===== config.mk =====
export PLATFORM = sky130hd
export DESIGN_NAME = ex_operand_stage
export DESIGN_NICKNAME = d
export VERILOG_FILES = /design/src/rtl/riscv_pkg.sv /design/src/rtl/ex_operand_stage_fwd_mux.sv /design/src/rtl/ex_operand_stage.sv
export SDC_FILE = /design/constraint.sdc
export NUM_CORES = 1
export LEC_CHECK = 0
export ABC_AREA = 0
export CAP_MARGIN = 10
export CORE_UTILIZATION = 30
export CTS_BUF_LIST = sky130_fd_sc_hd__clkbuf_4 sky130_fd_sc_hd__clkbuf_8
export DETAILED_ROUTE_END_ITERATION = 8
export SETUP_SLACK_MARGIN = 0.4
export SYNTH_ARGS = -nofsm -noshare
export SYNTH_HDL_FRONTEND = slang
export SYNTH_HIERARCHICAL = 1
export SYNTH_SLANG_ARGS = --single-unit

===== constraint.sdc =====
create_clock -name clk -period 9.1 [get_ports clk]
set_input_delay 1.365 -clock clk [delete_from_list [all_inputs] [get_ports clk]]
set_output_delay 1.365 -clock clk [all_outputs]
set_load 0.005 [all_outputs]

===== src/rtl/riscv_pkg.sv =====
// Shared types and constants for the integer pipeline: EX control word,
// ALU operation codes and the register-file hit test used by forwarding.
package riscv_pkg;

    localparam int XLEN   = 32;
    localparam int REG_AW = 5;

    typedef enum logic [2:0] {
        ALU_ADD = 3'b000,
        ALU_SLL = 3'b001,
        ALU_SRL = 3'b010,
        ALU_SRA = 3'b011,
        ALU_SUB = 3'b100,
        ALU_AND = 3'b101,
        ALU_OR  = 3'b110,
        ALU_XOR = 3'b111
    } alu_op_e;

    typedef struct packed {
        alu_op_e aluctrl;
        logic    alusrc;
        logic    branch;
        logic    memread;
        logic    memwrite;
        logic    regwrite;
    } ex_ctrl_t;

    // x0 is hardwired to zero, so a write to it must never satisfy a reader.
    function automatic logic rf_hit(
        input logic              we,
        input logic [REG_AW-1:0] rd,
        input logic [REG_AW-1:0] rs
    );
        return we && (rd != '0) && (rd == rs);
    endfunction

endpackage


===== src/rtl/ex_operand_stage_fwd_mux.sv =====
// Per-operand bypass selector: the youngest in-flight producer (MEM) wins
// over WB, which wins over the value latched from the register file.
module fwd_mux #(
    parameter int XLEN   = riscv_pkg::XLEN,
    parameter int REG_AW = riscv_pkg::REG_AW
) (
    input  logic [REG_AW-1:0] rs_i,
    input  logic [XLEN-1:0]   reg_data_i,
    input  logic [REG_AW-1:0] mem_rd_i,
    input  logic              mem_regwrite_i,
    input  logic [XLEN-1:0]   mem_result_i,
    input  logic [REG_AW-1:0] wb_rd_i,
    input  logic              wb_regwrite_i,
    input  logic [XLEN-1:0]   wb_result_i,
    output logic [XLEN-1:0]   operand_o
);
    import riscv_pkg::*;

    logic mem_hit;
    logic wb_hit;

    assign mem_hit = rf_hit(mem_regwrite_i, mem_rd_i, rs_i);
    assign wb_hit  = rf_hit(wb_regwrite_i, wb_rd_i, rs_i);

    always_comb begin
        operand_o = reg_data_i;
        if (mem_hit) begin
            operand_o = mem_result_i;
        end else if (wb_hit) begin
            operand_o = wb_result_i;
        end
    end

endmodule


===== src/rtl/ex_operand_stage.sv =====
// ID/EX pipeline register with operand forwarding and load-use detection;
// feeds ALUop1/ALUop2/ALUctrl and the store-data path of the EX stage.
module ex_operand_stage #(
    parameter int XLEN   = riscv_pkg::XLEN,
    parameter int REG_AW = riscv_pkg::REG_AW
) (
    input  logic              clk,
    input  logic              rst,
    input  logic              id_valid,
    input  logic [7:0]        id_ctrl,
    input  logic [REG_AW-1:0] id_rs1,
    input  logic [REG_AW-1:0] id_rs2,
    input  logic [REG_AW-1:0] id_rd,
    input  logic [XLEN-1:0]   id_rs1_data,
    input  logic [XLEN-1:0]   id_rs2_data,
    input  logic [XLEN-1:0]   id_imm,
    input  logic              hold,
    input  logic              flush,
    input  logic [REG_AW-1:0] mem_rd,
    input  logic              mem_regwrite,
    input  logic [XLEN-1:0]   mem_result,
    input  logic [REG_AW-1:0] wb_rd,
    input  logic              wb_regwrite,
    input  logic [XLEN-1:0]   wb_result,
    output logic              stall_id,
    output logic              ex_valid,
    output logic [7:0]        ex_ctrl,
    output logic [REG_AW-1:0] ex_rd,
    output logic [XLEN-1:0]   ALUop1,
    output logic [XLEN-1:0]   ALUop2,
    output logic [2:0]        ALUctrl,
    output logic [XLEN-1:0]   ex_store_data
);
    import riscv_pkg::*;

    logic              valid_q, valid_d;
    ex_ctrl_t          ctrl_q,  ctrl_d;
    logic [REG_AW-1:0] rs1_q,   rs1_d;
    logic [REG_AW-1:0] rs2_q,   rs2_d;
    logic [REG_AW-1:0] rd_q,    rd_d;
    logic [XLEN-1:0]   a_q,     a_d;
    logic [XLEN-1:0]   b_q,     b_d;
    logic [XLEN-1:0]   imm_q,   imm_d;

    logic [XLEN-1:0]   id_a_wt;
    logic [XLEN-1:0]   id_b_wt;
    logic [XLEN-1:0]   a_fwd;
    logic [XLEN-1:0]   b_fwd;
    logic              rs_uses_load;

    // The register file is written at the end of WB, so its read port still
    // holds the stale value in the same cycle; take the WB result instead.
    assign id_a_wt = rf_hit(wb_regwrite, wb_rd, id_rs1) ? wb_result : id_rs1_data;
    assign id_b_wt = rf_hit(wb_regwrite, wb_rd, id_rs2) ? wb_result : id_rs2_data;

    assign rs_uses_load = (id_rs1 == rd_q) || (id_rs2 == rd_q);
    assign stall_id = valid_q && ctrl_q.memread && (rd_q != '0) && id_valid
                      && rs_uses_load && !flush;

    always_comb begin
        valid_d = valid_q;
        ctrl_d  = ctrl_q;
        rs1_d   = rs1_q;
        rs2_d   = rs2_q;
        rd_d    = rd_q;
        a_d     = a_q;
        b_d     = b_q;
        imm_d   = imm_q;
        if (hold) begin
            valid_d = valid_q;
        end else if (flush || stall_id) begin
            valid_d = 1'b0;
            ctrl_d  = '0;
            rs1_d   = '0;
            rs2_d   = '0;
            rd_d    = '0;
            a_d     = '0;
            b_d     = '0;
            imm_d   = '0;
        end else begin
            valid_d = id_valid;
            ctrl_d  = id_valid ? ex_ctrl_t'(id_ctrl) : '0;
            rs1_d   = id_rs1;
            rs2_d   = id_rs2;
            rd_d    = id_rd;
            a_d     = id_a_wt;
            b_d     = id_b_wt;
            imm_d   = id_imm;
        end
    end

    always_ff @(posedge clk or posedge rst) begin
        if (rst) begin
            valid_q <= 1'b0;
            ctrl_q  <= '0;
            rs1_q   <= '0;
            rs2_q   <= '0;
            rd_q    <= '0;
            a_q     <= '0;
            b_q     <= '0;
            imm_q   <= '0;
        end else begin
            valid_q <= valid_d;
            ctrl_q  <= ctrl_d;
            rs1_q   <= rs1_d;
            rs2_q   <= rs2_d;
            rd_q    <= rd_d;
            a_q     <= a_d;
            b_q     <= b_d;
            imm_q   <= imm_d;
        end
    end

    fwd_mux #(.XLEN(XLEN), .REG_AW(REG_AW)) u_fwd_rs1 (
        .rs_i           (rs1_q),
        .reg_data_i     (a_q),
        .mem_rd_i       (mem_rd),
        .mem_regwrite_i (mem_regwrite),
        .mem_result_i   (mem_result),
        .wb_rd_i        (wb_rd),
        .wb_regwrite_i  (wb_regwrite),
        .wb_result_i    (wb_result),
        .operand_o      (a_fwd)
    );

    fwd_mux #(.XLEN(XLEN), .REG_AW(REG_AW)) u_fwd_rs2 (
        .rs_i           (rs2_q),
        .reg_data_i     (b_q),
        .mem_rd_i       (mem_rd),
        .mem_regwrite_i (mem_regwrite),
        .mem_result_i   (mem_result),
        .wb_rd_i        (wb_rd),
        .wb_regwrite_i  (wb_regwrite),
        .wb_result_i    (wb_result),
        .operand_o      (b_fwd)
    );

    assign ex_valid      = valid_q;
    assign ex_ctrl       = ctrl_q;
    assign ex_rd         = rd_q;
    assign ALUctrl       = ctrl_q.aluctrl;
    assign ALUop1        = a_fwd;
    assign ALUop2        = ctrl_q.alusrc ? imm_q : b_fwd;
    assign ex_store_data = b_fwd;

endmodule


==> impl_metrics.py, run 1 <==
metrics = {
    "place": {
        "dp_hpwl_um": 23930,
        "port-buffer-count": 313,
        "place_inst": 1413,
        "place.gp.congestion": 0.8701,
    },
    "logic_synthesis": {
        "yosys_register_bits": 120,
        "synth.top_cell.area_share_pct": 37.76,
        "ys_warn_count": 6,
        "synth_top_family_by_area": "compound AO/OA/AOI/OAI gates",
        "synth_most_common_cell": "dfrtp_1",
        "ys_top_cells_by_area": "dfrtp_1 38%, mux2i_1 8.1%, o31ai_1 6.0%",
        "synth_mux_area_share_pct": 12.59,
        "syn_area_mm2": 0.007953,
        "netlist_instances": 850,
        "synth-simple-area-share_pct": 16.24,
        "synth_fp_nets": 1050,
        "synth_edf_count": 0,
        "async_flop_share_pct": 100.0,
        "yosys.area_share.adder_pct": 0,
        "synth_ff_type": "dfrtp_1",
        "synth_area_leader_cell": "dfrtp_1",
        "synth_compound_area_share_pct": 22.81,
        "yosysUniqueCellTypes": 36,
        "ys_seq_area_share_pct": 37.76,
        "synthXorXnorAreaFrac_pct": 3.965,
        "syn_avg_cell_area_um2": 9.356,
        "synth_common_cells": "120 x dfrtp_1, 73 x nand2_1, 69 x clkbuf_1, 66 x nor4_1",
    },
    "finish": {
        "fin_cells": 1447,
        "area_growth_pct": 45.94,
        "drive_gt1_share_pct": 9.459,
        "finalNetCount": 1297,
        "seqCellArea_mm2": 0.003004,
        "multi_input_area_mm2": 0.004473,
        "fillers": 2540,
    },
    "worst_setup_path": {
        "reg2reg_from": "ex_rd[2]$_DFFE_PP0N_",
        "startpoint_type": "input pin",
        "reg2reg_slack_ns": 6.92,
        "crit_type": "input pin to output port",
        "endpoint_kind": "output port",
        "cp.arrival_ns": 5.02,
        "rr_worst_depth": 6,
        "crit_path_max_incr_delay_ns": 0.78,
        "slowest_stage": "a21oi_4",
        "r2r_end": "a_q[4]$_DFFE_PP0N_",
        "crit_required_ns": 7.74,
        "crit_chain": "clkdlybuf4s50_1, or4_4, a21oi_4, or3_1, buf_4, a31oi_1, mux2_2, clkdlybuf4s50_1",
        "worst_path_most_repeated_cell": "clkdlybuf4s50_1",
        "worstPathMaxFanout": 33,
    },
    "timing": {
        "finalSetupTns_ns": 0,
        "period_needed_ns": 6.382,
        "finalSetupViolations": 0,
        "finClkSkew_ns": 0.01572,
        "maxSlewViolCount": 0,
        "timing.fmax_ghz": 0.1567,
        "worst_pin_slew_ns": 1.040,
        "grt_setup_unrepaired": "no",
        "hold_viol_final": 0,
        "finalCritPeriodShare_pct": 70.13,
        "relSlewSlack_pct": 30.41,
    },
    "route": {
        "vias_per_cell": 5.802,
        "vias": 8395,
        "drtIter0Drc": 647,
        "drc": 0,
        "wl_per_cell_um": 24.14,
        "drt-total-wl_um": 34940,
        "ant_nets": 0,
        "firstDrtPassIters": 4,
    },
    "power_and_ir_drop": {
        "p_per_area_mw_per_mm2": 141.4,
        "vdd_ir_drop_max_v": 0.00007555,
        "power.leakage_nw": 4.108,
    },
    "worst_hold_path": {
        "holdPathEnd": "a_q[23]$_DFFE_PP0N_",
        "hold_start": "a_q[23]$_DFFE_PP0N_",
        "hold_path_depth": 2,
        "worstHoldPathType": "flip-flop to flip-flop",
    },
    "floorplan": {
        "fp.dieW_um": 164.8,
        "ios": 314,
        "rows": 59,
        "core_mm2": 0.02606,
        "start_util_pct": 30.52,
        "die_area_mm2": 0.02716,
        "die_y_um": 164.8,
    },
    "global_route": {
        "grt_pass1_wl_um": 51940,
        "track_usage_pct": 25.56,
        "overflow": 0,
        "grt_max_degree": 75,
        "antenna_found_initial": 1,
        "grt_pass1_vias": 8598,
    },
    "clock_tree": {
        "clockBufferDepth": 2,
        "cts_tree": "built",
        "path_clk_slew_ns": 0.08,
        "clock-sinks": 120,
        "cts.repair.resized": 0,
        "cts_setup_buffers": 0,
        "ctsHoldBuffers": 0,
        "cts_buffers": 17,
        "root_buffer": "clkbuf_8",
        "clk_latency_ns": 0.44,
        "cts_max_level": 4,
    },
    "outcome": {
        "outcome": "completed",
    },
    "run": {
        "maxCapViolations": 0,
    },
}
-- cell usage in the layout, fill, tap and decap left out, drive strengths merged, types with 5 or more instances in the layout --
master and instances:
a31oi 64, buf 22, clkdlybuf4s50 312, mux2i 64
inv 7, nand2 73, a22o 48, xnor2 32
dfrtp 120, o31ai 64, nand4 64, mux2 32
clkinv 5, a32o 8, nor4 68, nand3 9
clkbuf 18, o21ai 67
-- final cells by class --
class / instances / share of cell area [%]
Multi-Input combinational cell: 623 / 38.54
Timing Repair Buffer: 334 / 28.33
Sequential cell: 120 / 25.88
Tap cell: 335 / 3.611
Clock buffer: 18 / 2.135
Clock inverter: 14 / 1.380
Inverter: 1 / 0.07546
Antenna cell: 2 / 0.04312
-- state kept, by name, indices dropped and copies added (netlist names) --
name,cells
a_q,32
imm_q,32
ALUctrl,3
ex_rd,5
ex_ctrl,5
b_q,32
rs2_q,5
rs1_q,5
ex_valid,1
-- worst max-delay path by stage --
| stage | start | to | slack (ns) | cells past startpoint |
|---|---|---|---|---|
| final | mem_rd[1] | ALUop2[6] | 2.72 | 8 |
| after CTS | mem_rd[1] | ALUop2[9] | 2.74 | 8 |
| after global routing | mem_rd[0] | ALUop2[2] | 2.60 | 8 |
| after detailed placement | mem_rd[1] | ALUop2[6] | 2.75 | 8 |
| after global placement | mem_rd[1] | ALUop2[9] | 2.79 | 8 |
| after floorplan | rst | ALUctrl[0]$_DFFE_PP0N_ | 4.55 | 1 |
-- critical path, delay by kind of cell --
kind            cells  cell delay, ns
buf+inv             3            1.34
mux                 1            0.29
simple gates        2            1.03
compound gates      2            0.97
-- logic make-up after synthesis --
family                 count (synthesis)
multiplexers                          96
buffers and inverters                107
flip-flops                           120
XOR/XNOR                              36
AO/OA/AOI/OAI                        259
AND/OR/NAND/NOR                      232
-- power breakdown --
part | internal, mW | switching [mW] | total (mW)
Clock | 0.257 | 0.260 | 0.517
Sequential | 0.574 | 0.0334 | 0.607
Combinational | 0.256 | 0.260 | 0.516
-- per-stage QoR --
stage	hold slack, ns	setup WS (ns)	utilization [%]	power (mW)	cell area (um2)
2_1_floorplan	0.4531	4.549	-	0.8371	7953
3_3_place_gp	0.4698	2.788	42.95	1.127	11190
3_5_place_dp	0.4789	2.746	42.95	1.131	11190
4_1_cts	0.4978	2.744	44.52	1.657	11600
5_1_grt	0.5090	2.600	44.52	1.720	11600
6_report	0.4947	2.718	44.54	1.641	11610
-- metal layers --
| layer | GRT usage [%] | up-vias | share of wire, % | wire (um) |
|---|---|---|---|---|
| met4 | 10.22 | 2 | 2.4 | 838 |
| met2 | 41.29 | 411 | 47 | 16570 |
| met3 | 6.479 | 57 | 8.1 | 2836 |
| met1 | 32.43 | 4103 | 42 | 14680 |
| met5 | 0 | - | 0.031 | 11 |
| li1 | - | 3822 | - | - |
(Power assumes the default switching activity.)
==> run 2, diff against run 1 <==
- clock period: 9.1 -> 6.6 ns (I/O delays scaled with it)
==> run 2 against run 1 <==
Effect of this change: first-iteration DRC count is 5.7% lower; clock-buffer cell count is 2 higher; critical path depth stayed put; largest power group unchanged; non-clock buffer count is 2 higher; final cell count hardly changed; critical path type unchanged.
==> impl_metrics.py, run 2 (same netlist as run 1, synthesis figures left out) <==
metrics = {
    "clock_tree": {
        "cts_buffers": 17,
        "cts.repair.resized": 0,
        "cts_max_level": 4,
        "clockBufferDepth": 2,
        "clk_latency_ns": 0.45,
        "clock-sinks": 120,
        "ctsHoldBuffers": 0,
        "path_clk_slew_ns": 0.08,
        "cts_tree": "built",
        "cts_setup_buffers": 0,
        "root_buffer": "clkbuf_8",
    },
    "global_route": {
        "antenna_found_initial": 0,
        "track_usage_pct": 25.74,
        "overflow": 0,
        "grt_pass1_wl_um": 52250,
        "grt_pass1_vias": 8566,
        "grt_max_degree": 65,
    },
    "power_and_ir_drop": {
        "vdd_ir_drop_max_v": 0.0001427,
        "p_clk_share_pct": 33.2,
        "p_total_mw": 2.325,
        "power.internal_mw": 1.580,
        "p_sw_share_pct": 32.04,
        "power.net_switching_mw": 0.7447,
        "seq_power_share_pct": 36.0,
        "p_per_area_mw_per_mm2": 199.5,
        "combPwrFrac_pct": 30.8,
        "power.leakage_nw": 4.126,
    },
    "worst_setup_path": {
        "crit_path_max_incr_delay_ns": 0.67,
        "startpoint_type": "input pin",
        "cp.arrival_ns": 4.46,
        "crit_required_ns": 5.61,
        "endpoint_kind": "output port",
        "slowest_stage": "nor4_1",
        "worst_path_most_repeated_cell": "clkdlybuf4s50_1",
        "worstPathMaxFanout": 20,
        "crit_chain": "clkdlybuf4s50_1, nor4_1, o21a_1, buf_4, o31ai_1, a31oi_1, mux2_2, clkdlybuf4s50_1",
        "crit_type": "input pin to output port",
    },
    "finish": {
        "mostFrequentLayoutCell": "clkdlybuf4s50_1",
        "finalNetCount": 1299,
        "area_growth_pct": 46.54,
        "reg_top3": "a_q: 32 flops, b_q: 32 flops, imm_q: 32 flops",
        "drive_gt1_share_pct": 9.622,
        "final_cell_mix": "312 x clkdlybuf4s50_1, 119 x dfrtp_1, 73 x nand2_1",
        "fin_cells": 1448,
    },
    "timing": {
        "finClkSkew_ns": 0.01057,
        "relSlewSlack_pct": 21.96,
        "maxSlewViolCount": 0,
        "grt_setup_unrepaired": "no",
        "hold_viol_final": 0,
        "worst_pin_slew_ns": 1.167,
        "finalCritPeriodShare_pct": 82.61,
        "period_needed_ns": 5.452,
        "timing.fmax_ghz": 0.1834,
        "finalSetupViolations": 0,
        "finalSetupTns_ns": 0,
    },
    "place": {
        "place.gp.congestion": 0.8264,
        "port-buffer-count": 313,
        "dp_hpwl_um": 24080,
        "place_inst": 1415,
    },
    "floorplan": {
        "die_y_um": 164.8,
        "die_area_mm2": 0.02716,
        "rows": 59,
        "core_mm2": 0.02606,
        "fp.dieW_um": 164.8,
        "start_util_pct": 30.52,
        "ios": 314,
    },
    "route": {
        "drtIter0Drc": 610,
        "ant_nets": 0,
        "vias": 8432,
        "drc": 0,
        "wl_per_cell_um": 24.35,
        "drt-total-wl_um": 35260,
        "vias_per_cell": 5.823,
        "firstDrtPassIters": 5,
    },
    "worst_hold_path": {
        "worstHoldPathType": "flip-flop to flip-flop",
    },
    "run": {
        "maxCapViolations": 0,
    },
    "outcome": {
        "outcome": "completed",
    },
}
run 2: cell count changes in the layout (fill, tap and decap cells not counted), sizes merged:
cell,previous run,this run
inv,7,1
clkinvlp,1,4
buf,22,24
bufinv,2,4
clkbuf,18,20
clkinv,5,4
diode,2,1
run 2: worst paths after layout:
check                                         end  slack (ns)                  from  cells after the start
max                                    ALUop2[29]        1.15              wb_rd[0]                      8
min                           a_q[29]$_DFFE_PP0N_        0.50   a_q[29]$_DFFE_PP0N_                      2
min reg2reg                   a_q[29]$_DFFE_PP0N_        0.50   a_q[29]$_DFFE_PP0N_                      2
max in group asynchronous  ex_ctrl[4]$_DFFE_PP0N_        4.30                   rst                      3
max reg2reg                ex_ctrl[4]$_DFFE_PP0N_        3.92  ex_rd[1]$_DFFE_PP0N_                      5
min in group asynchronous    imm_q[3]$_DFFE_PP0N_        1.00                   rst                      2
run 2: power groups by stage:
stage	Sequential, mW	Combinational [mW]	Clock (mW)
final	0.838	0.716	0.771
after global routing	0.845	0.763	0.817
after CTS	0.838	0.716	0.788
after detailed placement	0.851	0.713	0
after global placement	0.851	0.707	0
after floorplan	0.834	0.320	0
run 2: metrics by stage:
step           util [%]  hold WS (ns)  setup WS, ns  area [um2]
2_1_floorplan         -        0.4531         2.424        7953
3_3_place_gp      43.01        0.4745         1.265       11210
3_5_place_dp      43.01        0.4769         1.222       11210
4_1_cts           44.71        0.4990         1.205       11650
5_1_grt           44.71        0.5154        0.9338       11650
6_report          44.72        0.4968         1.148       11650
run 2: layout make-up:
| cell class | instances | area [um2] |
|---|---|---|
| Timing Repair Buffer | 336 | 3303 |
| Multi-Input combinational cell | 623 | 4473 |
| Tap cell | 335 | 419.2 |
| Antenna cell | 1 | 2.502 |
| Sequential cell | 120 | 3004 |
| Clock buffer | 20 | 269.0 |
| Fill cell | 2523 | 14410 |
| Inverter | 1 | 8.758 |
| Clock inverter | 12 | 173.9 |
run 2: routing by layer:
layer	vias up	GRT usage (%)	routed length, um
li1	3817	-	-
met1	4096	32.92	14580
met2	475	42.38	16870
met3	44	5.952	3177
met4	0	8.841	631
met5	-	0	0
run 2: worst max-delay path: cells and delay by family:
kind | cells | cell delay (ns)
AO/OA/AOI/OAI | 3 | 1.08
buffers and inverters | 3 | 1.50
multiplexers | 1 | 0.21
AND/OR/NAND/NOR | 1 | 0.67
==> run 3, diff against run 2 <==
- clock period: 6.6 -> 5.6 ns (I/O delays scaled with it)
==> run 3 against run 2 <==
Effect of this change: via count is 0.11% lower; clock-buffer cell count shrank 1; sequential cell count did not move; highest routed layer is now met5.
==> impl_metrics.py, run 3 (same netlist as run 1, synthesis figures left out) <==
metrics = {
    "timing": {
        "period_needed_ns": 4.814,
        "grt_setup_unrepaired": "no",
        "worst_pin_slew_ns": 1.201,
        "finalCritPeriodShare_pct": 85.97,
        "fin_ws_ns": 0.7858,
        "finClkSkew_ns": 0.01409,
        "relSlewSlack_pct": 19.69,
        "finalSetupViolations": 0,
        "maxSlewViolCount": 0,
        "hold_viol_final": 0,
        "finalSetupTns_ns": 0,
        "timing.fmax_ghz": 0.2077,
        "hold_slack_ns": 0.4936,
    },
    "worst_setup_path": {
        "worstPathMaxFanout": 32,
        "crit_type": "input pin to output port",
        "crit_chain": "clkdlybuf4s50_1, nor4_1, o21a_1, buf_4, o31ai_1, a31oi_1, mux2_2, clkdlybuf4s50_1",
        "reg2reg_slack_ns": 2.89,
        "slowest_stage": "nor4_1",
        "startpoint": "wb_rd[0]",
        "cp.arrival_ns": 3.97,
        "crit_path_max_incr_delay_ns": 0.63,
        "worst_path_most_repeated_cell": "clkdlybuf4s50_1",
        "endpoint_kind": "output port",
        "startpoint_type": "input pin",
        "reg2reg_from": "ex_rd[1]$_DFFE_PP0N_",
        "crit_required_ns": 4.76,
    },
    "clock_tree": {
        "root_buffer": "clkbuf_8",
        "path_clk_slew_ns": 0.06,
        "clock-sinks": 120,
        "cts_max_level": 4,
        "cts_tree": "built",
        "clockBufferDepth": 2,
        "cts_buffers": 17,
        "cts_setup_buffers": 0,
        "clk_latency_ns": 0.45,
        "ctsHoldBuffers": 0,
        "cts.repair.resized": 0,
    },
    "place": {
        "place_inst": 1420,
        "place_ws_ns": 0.8519,
        "dp_hpwl_um": 24060,
        "port-buffer-count": 313,
        "place.gp.congestion": 0.8622,
    },
    "power_and_ir_drop": {
        "p_clk_share_pct": 32.2,
        "p_per_area_mw_per_mm2": 232.4,
        "power.leakage_nw": 4.147,
        "power.internal_mw": 1.823,
        "seq_power_share_pct": 36.3,
        "combPwrFrac_pct": 31.5,
        "vdd_ir_drop_max_v": 0.0001183,
        "p_sw_share_pct": 32.94,
        "power.net_switching_mw": 0.8954,
    },
    "route": {
        "drtIter0Drc": 856,
        "wl_per_cell_um": 24.20,
        "firstDrtPassIters": 5,
        "vias_per_cell": 5.793,
        "drt-total-wl_um": 35190,
        "vias": 8423,
        "drc": 0,
        "ant_nets": 0,
    },
    "finish": {
        "drive_gt1_share_pct": 10.03,
        "fin_cells": 1454,
        "reg_top3": "a_q: 32 flops, b_q: 32 flops, imm_q: 32 flops",
        "fillers": 2538,
        "fin_util_pct": 44.87,
        "mostFrequentLayoutCell": "clkdlybuf4s50_1",
        "finalNetCount": 1304,
        "area_growth_pct": 47.04,
        "final_cell_mix": "312 x clkdlybuf4s50_1, 119 x dfrtp_1, 73 x nand2_1",
    },
    "floorplan": {
        "fp.dieW_um": 164.8,
        "start_util_pct": 30.52,
        "die_area_mm2": 0.02716,
        "core_mm2": 0.02606,
        "rows": 59,
        "ios": 314,
        "die_y_um": 164.8,
    },
    "global_route": {
        "grt_pass1_wl_um": 52430,
        "antenna_found_initial": 3,
        "overflow": 0,
        "grt_pass1_vias": 8461,
        "grt_max_degree": 89,
        "track_usage_pct": 25.74,
    },
    "run": {
        "maxCapViolations": 0,
    },
    "worst_hold_path": {
        "hold_start": "a_q[0]$_DFFE_PP0N_",
        "worstHoldPathType": "flip-flop to flip-flop",
    },
    "outcome": {
        "outcome": "completed",
    },
}
-- run 3: cell types whose count changed in the layout (fill, tap and decap cells not counted), sizes merged --
cell | before | now
bufinv | 4 | 3
inv | 1 | 3
clkbuf | 20 | 19
diode | 1 | 2
buf | 24 | 29
-- run 3: power by group through the flow --
| stage | clock [mW] | sequential (mW) | combinational (mW) |
|---|---|---|---|
| after floorplan | 0 | 0.983 | 0.378 |
| after global placement | 0 | 1.00 | 0.841 |
| after detailed placement | 0 | 1.00 | 0.845 |
| after CTS | 0.899 | 0.986 | 0.851 |
| after global routing | 0.936 | 0.995 | 0.909 |
| final | 0.875 | 0.987 | 0.856 |
-- run 3: routing by layer --
| layer | up-vias | global-route usage, % | share of wire [%] | routed length [um] |
|---|---|---|---|---|
| met1 | 4066 | 34.12 | 43 | 14960 |
| met2 | 488 | 40.20 | 46 | 16150 |
| met4 | 2 | 8.549 | 2.0 | 716 |
| met5 | - | 0 | 0.037 | 13 |
| met3 | 49 | 7.057 | 9.5 | 3346 |
| li1 | 3818 | - | - | - |
-- run 3: stage by stage --
step / power, mW / area [um2]
floorplan: 1.360 / 7953
global placement: 1.842 / 11260
detailed placement: 1.847 / 11260
CTS: 2.736 / 11690
global route: 2.840 / 11690
finish: 2.718 / 11690
-- run 3: path summary, 6_finish.rpt --
kind,cells after the start,end
worst max-delay path,8,ALUop2[26]
worst min-delay path,2,a_q[0]$_DFFE_PP0N_
worst max register to register,5,ALUctrl[1]$_DFFE_PP0N_
worst min register to register,2,a_q[0]$_DFFE_PP0N_
max in group asynchronous,3,b_q[11]$_DFFE_PP0N_
min in group asynchronous,2,a_q[3]$_DFFE_PP0N_
-- run 3: final cells by class --
| type | instances | area, um2 | area share (%) |
|---|---|---|---|
| antenna | 2 | 5.005 | 0.04280 |
| clock inverter | 13 | 168.9 | 1.444 |
| inverter | 1 | 8.758 | 0.07490 |
| sequential | 120 | 3004 | 25.69 |
| clock buffer | 19 | 261.5 | 2.236 |
| multi-input combinational | 623 | 4473 | 38.25 |
| tap | 335 | 419.2 | 3.584 |
| timing repair buffer | 341 | 3353 | 28.68 |
-- run 3: critical path, delay by kind of cell --
| kind | cells | cell delay [ns] |
|---|---|---|
| AOI/OAI and AO/OA | 3 | 0.77 |
| buffers and inverters | 3 | 1.49 |
| muxes | 1 | 0.23 |
| and+or+nand+nor | 1 | 0.63 |
